File: src/rtl/abro_n_tracker.sv
// abro_n_tracker: N-channel ABRO-style event tracker.
// Each channel's event is latched until every channel has been seen, then a
// one-cycle fire pulse O is issued and the saturating fire counter advances.
// After a fire the block waits in DONE for R (AUTO_REARM=0), or goes straight
// back to IDLE (AUTO_REARM=1). R restarts the collection from any waiting state.
//
// Optional feature macro: ABRO_TIMEOUT_EN
//   When defined, a COLLECT phase that does not complete within TIMEOUT cycles
//   is abandoned, seen is cleared and a one-cycle timeout pulse is emitted.
//   When undefined, the timeout port and its counter do not exist.
module abro_n_tracker #(
  parameter int N          = 4,
  parameter int CNT_W      = 8,
  parameter int AUTO_REARM = 0,
  parameter int TIMEOUT    = 16
) (
  input  logic             clk,
  input  logic             reset,
  input  logic [N-1:0]     ev,
  input  logic             R,
  output logic             O,
  output logic [N-1:0]     seen,
  output logic             done,
  output logic [CNT_W-1:0] count
`ifdef ABRO_TIMEOUT_EN
  ,
  output logic             timeout
`endif
);

  typedef enum logic [1:0] {
    S_IDLE    = 2'd0,
    S_COLLECT = 2'd1,
    S_FIRE    = 2'd2,
    S_DONE    = 2'd3
  } state_t;

  localparam logic [N-1:0] ALL_SEEN = {N{1'b1}};

  state_t           state;
  state_t           state_nxt;
  logic [N-1:0]     merged;
  logic [N-1:0]     seen_nxt;
  logic             fire_nxt;
  logic [CNT_W-1:0] count_nxt;
  logic             expire;

  // Counter increment that sticks at all-ones instead of wrapping.
  function automatic logic [CNT_W-1:0] sat_inc(input logic [CNT_W-1:0] v);
    if (v == {CNT_W{1'b1}}) begin
      return v;
    end
    return v + CNT_W'(1);
  endfunction

`ifdef ABRO_TIMEOUT_EN
  localparam logic [15:0] T_LAST = 16'(TIMEOUT - 1);

  logic [15:0] tcnt;
  logic [15:0] tcnt_nxt;
  logic        timeout_nxt;

  // Expiry is only meaningful while collecting; it loses to R and completion.
  assign expire = (state == S_COLLECT) && (tcnt == T_LAST);

  // Age of the current COLLECT phase: zero on entry, +1 per cycle held there.
  always_comb begin
    tcnt_nxt = 16'd0;
    if ((state == S_COLLECT) && (state_nxt == S_COLLECT)) begin
      tcnt_nxt = tcnt + 16'd1;
    end
  end

  // A timeout pulse is issued only when the expiry path was actually taken.
  assign timeout_nxt = expire && !R && (merged != ALL_SEEN);

  // Timeout counter and pulse register.
  always_ff @(posedge clk) begin
    if (reset) begin
      tcnt    <= 16'd0;
      timeout <= 1'b0;
    end else begin
      tcnt    <= tcnt_nxt;
      timeout <= timeout_nxt;
    end
  end
`else
  // The TIMEOUT parameter has no effect when the timeout feature is absent.
  logic unused_timeout_cfg;
  assign unused_timeout_cfg = ^32'(TIMEOUT);
  assign expire = 1'b0;
`endif

  assign merged = seen | ev;

  // Next-state, next-seen and fire decision for the tracker.
  always_comb begin
    state_nxt = state;
    seen_nxt  = seen;
    fire_nxt  = 1'b0;
    case (state)
      S_IDLE, S_COLLECT: begin
        if (R) begin
          // Restart wins over everything, including a completing event.
          state_nxt = S_IDLE;
          seen_nxt  = '0;
        end else if (merged == ALL_SEEN) begin
          state_nxt = S_FIRE;
          seen_nxt  = '0;
          fire_nxt  = 1'b1;
        end else if (expire) begin
          state_nxt = S_IDLE;
          seen_nxt  = '0;
        end else if (merged != '0) begin
          state_nxt = S_COLLECT;
          seen_nxt  = merged;
        end else begin
          state_nxt = S_IDLE;
          seen_nxt  = '0;
        end
      end
      S_FIRE: begin
        // Events arriving during the fire cycle are discarded.
        seen_nxt = '0;
        if (R || (AUTO_REARM != 0)) begin
          state_nxt = S_IDLE;
        end else begin
          state_nxt = S_DONE;
        end
      end
      S_DONE: begin
        seen_nxt = '0;
        if (R) begin
          state_nxt = S_IDLE;
        end
      end
      default: begin
        state_nxt = S_IDLE;
        seen_nxt  = '0;
      end
    endcase
  end

  // Fire count advances on every entry into FIRE and is untouched by R.
  always_comb begin
    count_nxt = count;
    if (fire_nxt) begin
      count_nxt = sat_inc(count);
    end
  end

  // State, latched-event and output registers.
  always_ff @(posedge clk) begin
    if (reset) begin
      state <= S_IDLE;
      seen  <= '0;
      O     <= 1'b0;
      count <= '0;
    end else begin
      state <= state_nxt;
      seen  <= seen_nxt;
      O     <= fire_nxt;
      count <= count_nxt;
    end
  end

  assign done = (state == S_DONE);

endmodule

File: config.mk
export PLATFORM = sky130hd
export DESIGN_NAME = abro_n_tracker
export DESIGN_NICKNAME = d
export VERILOG_FILES = /design/src/rtl/abro_n_tracker.sv
export SDC_FILE = /design/constraint.sdc
export NUM_CORES = 1
export LEC_CHECK = 0
export ABC_AREA = 1
export CAP_MARGIN = 10
export CORE_MARGIN = 1
export CORE_UTILIZATION = 47
export DETAILED_ROUTE_END_ITERATION = 8
export PLACE_DENSITY = 0.88
export SYNTH_ARGS = -nofsm -noshare
export SYNTH_HDL_FRONTEND = slang
export SYNTH_SLANG_ARGS = --single-unit
export TNS_END_PERCENT = 100
File: constraint.sdc
create_clock -name clk -period 1.65 [get_ports clk]
set_input_delay 0.33 -clock clk [delete_from_list [all_inputs] [get_ports clk]]
set_output_delay 0.33 -clock clk [all_outputs]
set_load 0.005 [all_outputs]
# After elaboration in Yosys (flattened, before gate mapping)
# Cells that the tools add are included.
# op_classes
add_sub_neg,1
n_eq_ne,7
muxes,16
bitwise_logic,1
n_reduce_logical,5
# ops
operator,count
$mux 4,3
$add 8x1->8 const B,1
$eq 8x8->1 const B,1
$mux 2,4
$mux 8,1
$pmux 4 s2,1
$mux 1,6
$pmux 2 s3,1
$eq 2x2->1 const B,2
$eq 4x4->1 const B,1
$ne 2x2->1 const B,2
$or 4x4->4,1
$reduce_bool 4->1,1
$reduce_or 2->1,2
$eq 2x1->1 const B,1
$logic_not 2->1,1
$reduce_and 2->1,1
# totals
reg_bits,15
inputBits,7
output_inout_bits,14
elab_cells,34

# Longest topological paths before layout
# Gate-level depths: netlist of the first run.
# logic_depth
word_depth,8
mapped_depth,8
ltp_nobuf,8

# Least setup slack after synthesis of the first run
# Ideal clock, no wire load.
# synth_path
kind,register to register
startpoint,register count[0]
endpoint,register count[3]
setup_time_ps,66
arrival_time_ps,1151
required_time_ps,1584
setup_slack_ps,433
stages_incl_launch_ff,9
path_buffers,0
synth_period_minus_slack_ps,1217
cell_sequence,dfxtp_1 ha_1 nand3_2 inv_2 nand2_4 inv_2 nor2_4 nand2_1 a21oi_2
# synth_via
elab_chain_cells,5
elab_cells_between_ends,7
classes_between,add/sub: 1; eq/ne: 2; mux: 3; reduce/logical: 1
# synth_lines
item,line,rtl
"start, declared",24,output logic [CNT_W-1:0] count
"start signal, assigned",163,count <= count_nxt;
$eq 8x8->1,50,if (v == {CNT_W{1'b1}}) begin
$mux 1,50,
$mux 1,147,if (fire_nxt) begin
$ne 2x2->1 (no line),n/a,
$reduce_and 2->1 (no line),n/a,
# Parallel ways exist; a longest one is shown, timed or not. The select of a mux whose other input is x is not followed.
# A chain may end at the register's enable or synchronous reset.

# Worst setup path after layout of the first run
# layout_path
startpoint,register count[6]
endpoint,output port count[6]
# No word-level cell between the ends.

==> out/results.md, run 1 <==
| Result | Reported |
| --- | --- |
| Run status | completed |
| Last weighted congestion value of the routability-driven placer | 0.821 |
| Proportion of layout cells with a drive suffix above 1 | 17.9% |
| Slew at the pin with the worst max-slew slack | 0.211 ns |
| Worst hold path class | register to register |
| Most instantiated cells after synthesis | sky130_fd_sc_hd__nand2_1 (28), sky130_fd_sc_hd__inv_1 (18), sky130_fd_sc_hd__dfxtp_1 (15), sky130_fd_sc_hd__nor2_1 (15), sky130_fd_sc_hd__a21oi_2 (5) |
| Crit path DAT | 1.26 ns |
| Mean instance size in the synthesized netlist | 7.22 µm² |
| Cell with the largest stage delay on the worst path | sky130_fd_sc_hd__clkdlybuf4s50_1 |
| Most frequently used flop master after synthesis | sky130_fd_sc_hd__dfxtp_1 |
| Unrepaired setup endpoints after global routing | false |
| Placed cell area | 1060 µm² |
| Initial standard-cell utilization of the core | 53.1% |
| Final setup viols | 0 |
| Total length of routed wires | 1740 µm |
| Critical Path Max Stage Delay | 0.54 ns |
| Aggregate global routing overflow | 0 |
| Max-slew headroom at the worst pin | 85.9% |
| Number of clock sinks seen by CTS | 15 |
| Register bit count reported by yosys | 15 |
| Number of max-capacitance violations reported | 0 |
| Buffers added on ports | 20 |
| Layout net count | 149 |
| CTS root buffer | sky130_fd_sc_hd__clkbuf_4 |
| Detailed Place HPWL | 1350 µm |
| Height of the chip | 44.2 µm |
| Maximum achievable frequency | 0.628 GHz |
| Post-synth design cell area | 837 µm² |
| CTS tree | yes |
| Synth cell types | 25 |
| Tot GR Track Use | 20.8% |
| Number of instances resized during post-cts repair | 0 |
| I/O Pins | 21 |
| CP Launch Type | register |
| Power density normalized to cell area | 627 nW/µm² |
| Routed vias | 783 |
| Clk_skew | 0.00879 ns |
| Worst Reg-to-Reg Cells | 7 |
| Post-synth EDFFs | 0 |
| Destination of the worst hold path | state[1]$_SDFFE_PP0P_ |
| Count of final max-slew check failures | 0 |
| Setup CP Type | register to primary output |
| Top-count cell post-synth | sky130_fd_sc_hd__nand2_1 |
| Iteration-0 DRC count of the detailed router | 11 |
| Dominant cell type by area after synthesis | sky130_fd_sc_hd__dfxtp_1 |
| DR pass1 iterations | 6 |
| Residual DRC | 0 |
| IR drop worst, VDD | 0.447 mV |
| Clk slew on worst S/H paths | 0.08 ns |
| Ratio of routed vias to standard cells | 5.02 |
| Layout Cells excl Fill | 156 |
| Cell count of the worst hold path | 2 |
| Placement-stage worst setup slack | -0.00288 ns |
| Area of the core | 1580 µm² |
| FF-to-FF setup slack | 0.25 ns |
| Count of standard-cell rows | 14 |
| Max Buffers Root-to-Sink | 2 |
| Fin crit period | 1.59 ns |
| Final Cycle Share | 96.6% |
| Number of global-route vias before repair | 738 |
| Pin count of the biggest net entering global routing | 9 |
| Clock Latency Late Sink | 0.29 ns |
| Worst setup EP type | primary output |
| Post-synthesis sequential area ratio | 35.9% |
| Area of the die | 1950 µm² |
| Count of H-tree levels built during CTS | 1 |
| Dominant delay contributor by cell family on the critical path | buffers and inverters |
| Hold path start | state[1]$_SDFFE_PP0P_ |
| Layout-stage area growth over the synthesis result | 29.9% |
| Number of instances in the synthesized netlist | 116 |
| Top cells by area, synth | sky130_fd_sc_hd__dfxtp_1 (36%), sky130_fd_sc_hd__nand2_1 (13%), sky130_fd_sc_hd__inv_1 (8.1%) |
| Total setup buffers inserted after CTS | 0 |
| Leakage | 0.465 nW |
| Antenna viol nets, final | 0 |
| Number of hold buffers added after CTS | 0 |
| Clock buffer count from CTS | 3 |
| Minimum setup slack in the final design | 0.0565 ns |
| Maximum fanout count along the critical path | 6 |
| Nets in the synthesized netlist | 124 |
| R2R Path Start | count[1]$_SDFFE_PP0P_ |
| Routed len/inst | 11.2 µm |
| Final Hold Vio Count | 0 |
| Final non-filler cell area | 1090 µm² |
| Antenna violations before repair | 0 |
| Post-synth top area share | 35.9% |
| Placed cell count | 152 |
| Die extent in x | 44.2 µm |
| Antenna diodes | 0 |
| Worst endpoint required time | 1.32 ns |
| Buffers and inverters on the worst path | 1 |
| Critical path cell sequence | clkdlybuf4s50_1 |
| Proportion of synthesized flip-flops having asynchronous set or reset | 0% |
| First-pass GRT wire length | 2930 µm |
| Worst r2r dst | count[2]$_SDFFE_PP0P_ |
| Synth warnings | 0 |
==> logic make-up after synthesis <==
logic type,count (synthesis),synth area share [%]
AOI/OAI and AO/OA,11,8.82
xor gates and xnor gates,3,3.14
adders and majority gates,1,1.49
buffers and inverters,22,10.9
DFF,15,35.9
and+or+nand+nor,64,39.8
==> sequential cells by signal, indices dropped and copies added (netlist names) <==
register  flops
O             1
count         8
seen          4
state         2
==> metal layers <==
metal  vias up  wire, µm  track usage (%)
met4         0        46             12.7
met2        17       847             36.8
met1       355       788             22.8
met5         -         0                0
li1        406         -                -
met3         5        60             3.67
==> where the power goes <==
part	switching (mW)	internal (mW)	total, mW	leakage [nW]
Clock	0.124	0.0941	0.218	0.0150
Combinational	0.0438	0.0420	0.0859	0.327
Sequential	0.00722	0.370	0.378	0.123
Total	0.175	0.506	0.681	0.465
==> how the worst max path moves through the flow <==
stage | endpoint | from | slack [ns] | cells after the start
6_report | count[6] | count[6]$_SDFFE_PP0P_ | 0.06 | 1
5_1_grt | count[6] | count[6]$_SDFFE_PP0P_ | 0.01 | 1
4_1_cts | done | state[1]$_SDFFE_PP0P_ | 0.003 | 3
3_5_place_dp | count[4]$_SDFFE_PP0P_ | ev[0] | -0.003 | 7
3_3_place_gp | count[5]$_SDFFE_PP0P_ | ev[1] | 0.03 | 7
2_1_floorplan | count[3]$_SDFFE_PP0P_ | count[0]$_SDFFE_PP0P_ | 0.43 | 8
==> area by class of cell <==
class | count | area, µm²
fillers | 134 | 489
multi-input cells | 79 | 445
flip-flops and latches | 15 | 305
repair buffers | 22 | 215
inverters | 20 | 75.1
clock buffers | 4 | 26.3
well taps | 16 | 20.0
==> cells in the final DEF, fill, tap and decap left out, drive strengths merged <==
cell type	count
ha	1
nor2	20
nand3	7
nand4	5
clkdlybuf4s50	20
clkbuf	4
or2	1
buf	2
xnor2	2
dfxtp	15
xor2	1
a21oi	7
o21ai	4
nand2b	1
inv	20
nand2	30
==> metrics by stage <==
stage / TNS, ns / util, % / hold WS [ns] / power, mW
after floorplan: 0 / - / 0.487 / 0.432
after global placement: 0 / 67.0 / 0.504 / 0.469
after detailed placement: -0.00583 / 67.0 / 0.527 / 0.473
after CTS: 0 / 68.7 / 0.543 / 0.687
after global routing: 0 / 69.0 / 0.554 / 0.707
final: 0 / 69.0 / 0.520 / 0.681
Note: power is estimated with default switching activity, not from simulation.
==> inputs of run 2 (changes only) <==
- CORE_MARGIN: 1 -> 4
==> out/results.md, run 2 (synthesis results as in run 1) <==
| Result | Reported |
| --- | --- |
| Pin count of the biggest net entering global routing | 9 |
| Total setup buffers inserted after CTS | 0 |
| Run status | completed |
| Most flops, register | count |
| Area of the core | 1590 µm² |
| Crit path DAT | 1.27 ns |
| Maximum fanout count along the critical path | 5 |
| Cell with the largest stage delay on the worst path | sky130_fd_sc_hd__clkdlybuf4s50_1 |
| Final Cycle Share | 96.9% |
| Max Buffers Root-to-Sink | 2 |
| CTS root buffer | sky130_fd_sc_hd__clkbuf_4 |
| Residual DRC | 0 |
| Height of the chip | 50.2 µm |
| DR pass1 iterations | 4 |
| Flip-flop count of the largest register after layout | 8 |
| Final Hold Vio Count | 0 |
| Ratio of routed vias to standard cells | 4.99 |
| Buffers added on ports | 20 |
| Routed vias | 819 |
| Count of H-tree levels built during CTS | 1 |
| Antenna violations before repair | 0 |
| Count of final max-slew check failures | 0 |
| Placed cell area | 1070 µm² |
| Number of global-route vias before repair | 795 |
| Number of hold buffers added after CTS | 0 |
| Unrepaired setup endpoints after global routing | false |
| Number of max-capacitance violations reported | 0 |
| Commonest non-fill, non-tap cells in the layout | sky130_fd_sc_hd__nand2_1 (28), sky130_fd_sc_hd__clkdlybuf4s50_1 (20), sky130_fd_sc_hd__inv_1 (18) |
| CTS tree | yes |
| Layout net count | 149 |
| Tot GR Track Use | 16.4% |
| Detailed Place HPWL | 1500 µm |
| Top Registers | count: 8 flops, seen: 4 flops, state: 2 flops |
| Power density normalized to cell area | 621 nW/µm² |
| Critical Path Max Stage Delay | 0.55 ns |
| Clock Latency Late Sink | 0.29 ns |
| I/O Pins | 21 |
| Final non-filler cell area | 1090 µm² |
| Final worst hold slack | 0.512 ns |
| Slew at the pin with the worst max-slew slack | 0.203 ns |
| Buffers and inverters on the worst path | 1 |
| CP Launch Type | register |
| Final setup viols | 0 |
| Placement-stage worst setup slack | 0.00522 ns |
| Proportion of layout cells with a drive suffix above 1 | 17.9% |
| Worst hold path class | register to register |
| Antenna viol nets, final | 0 |
| Antenna diodes | 0 |
| Worst setup EP type | primary output |
| Maximum achievable frequency | 0.626 GHz |
| Routed len/inst | 11.4 µm |
| Dominant delay contributor by cell family on the critical path | buffers and inverters |
| Clock buffer count from CTS | 3 |
| Initial standard-cell utilization of the core | 52.5% |
| Critical path cell sequence | clkdlybuf4s50_1 |
| Number of clock sinks seen by CTS | 15 |
| First-pass GRT wire length | 3240 µm |
| Total length of routed wires | 1880 µm |
| Setup CP Type | register to primary output |
| Last weighted congestion value of the routability-driven placer | 0.825 |
| Clk_skew | 0.00520 ns |
| Count of standard-cell rows | 14 |
| Layout-stage area growth over the synthesis result | 30.8% |
| Worst endpoint required time | 1.32 ns |
| Iteration-0 DRC count of the detailed router | 16 |
| Die extent in x | 50.2 µm |
| Max-slew headroom at the worst pin | 86.5% |
| Fin crit period | 1.60 ns |
| Area of the die | 2520 µm² |
| Aggregate global routing overflow | 0 |
| Clk slew on worst S/H paths | 0.09 ns |
| Most common cell after layout, fill and taps aside | sky130_fd_sc_hd__nand2_1 |
| IR drop worst, VDD | 0.380 mV |
| Summed negative setup slack over all endpoints | 0 ns |
| Finished Core Util | 68.7% |
| Minimum setup slack in the final design | 0.0519 ns |
| Leakage | 0.464 nW |
[run 2: path summary, 6_finish.rpt]
| check | endpoint | from | slack [ns] | depth (start not counted) |
|---|---|---|---|---|
| setup / recovery | count[3] | count[3]$_SDFFE_PP0P_ | 0.05 | 1 |
| hold / removal | state[1]$_SDFFE_PP0P_ | state[1]$_SDFFE_PP0P_ | 0.51 | 2 |
| setup reg to reg | count[6]$_SDFFE_PP0P_ | count[0]$_SDFFE_PP0P_ | 0.26 | 8 |
| hold reg to reg | state[1]$_SDFFE_PP0P_ | state[1]$_SDFFE_PP0P_ | 0.51 | 2 |
[run 2: stage by stage]
step	std cells	total power [mW]
global placement	160	0.470
global route	164	0.708
floorplan	116	0.432
finish	164	0.679
CTS	164	0.681
detailed placement	160	0.474
[run 2: metal layers]
metal | routed length (µm) | track usage, % | up-vias
met3 | 89 | 3.85 | 7
met4 | 51 | 8.76 | 0
met2 | 962 | 30.2 | 24
met5 | 0 | 0 | -
li1 | - | - | 409
met1 | 774 | 17.1 | 379
[run 2: repair_timing]
item,4_1_cts,5_1_grt
hold endpoints to repair,0,0
resized for setup,0,2
setup endpoints to repair,0,2
[run 2: cell type report]
| cell class | instances | area [µm²] |
|---|---|---|
| clock buffer | 4 | 26.3 |
| sequential | 15 | 303 |
| tap | 24 | 30.0 |
| multi-input combinational | 79 | 445 |
| timing repair buffer | 22 | 215 |
| fill | 146 | 499 |
| inverter | 20 | 75.1 |
[run 2: power by group]
| group | total (mW) | internal [mW] | leakage (nW) | switching [mW] |
|---|---|---|---|---|
| combinational | 0.0869 | 0.0420 | 0.327 | 0.0449 |
| clock | 0.214 | 0.0940 | 0.0150 | 0.120 |
| sequential | 0.379 | 0.372 | 0.123 | 0.00708 |
| total | 0.679 | 0.508 | 0.464 | 0.172 |
==> inputs of run 3 (changes only) <==
- GPL_ROUTABILITY_DRIVEN: unset -> 0
==> results of run 3 <==
No change in the layout: final DEF, timing and power equal those of run 2.
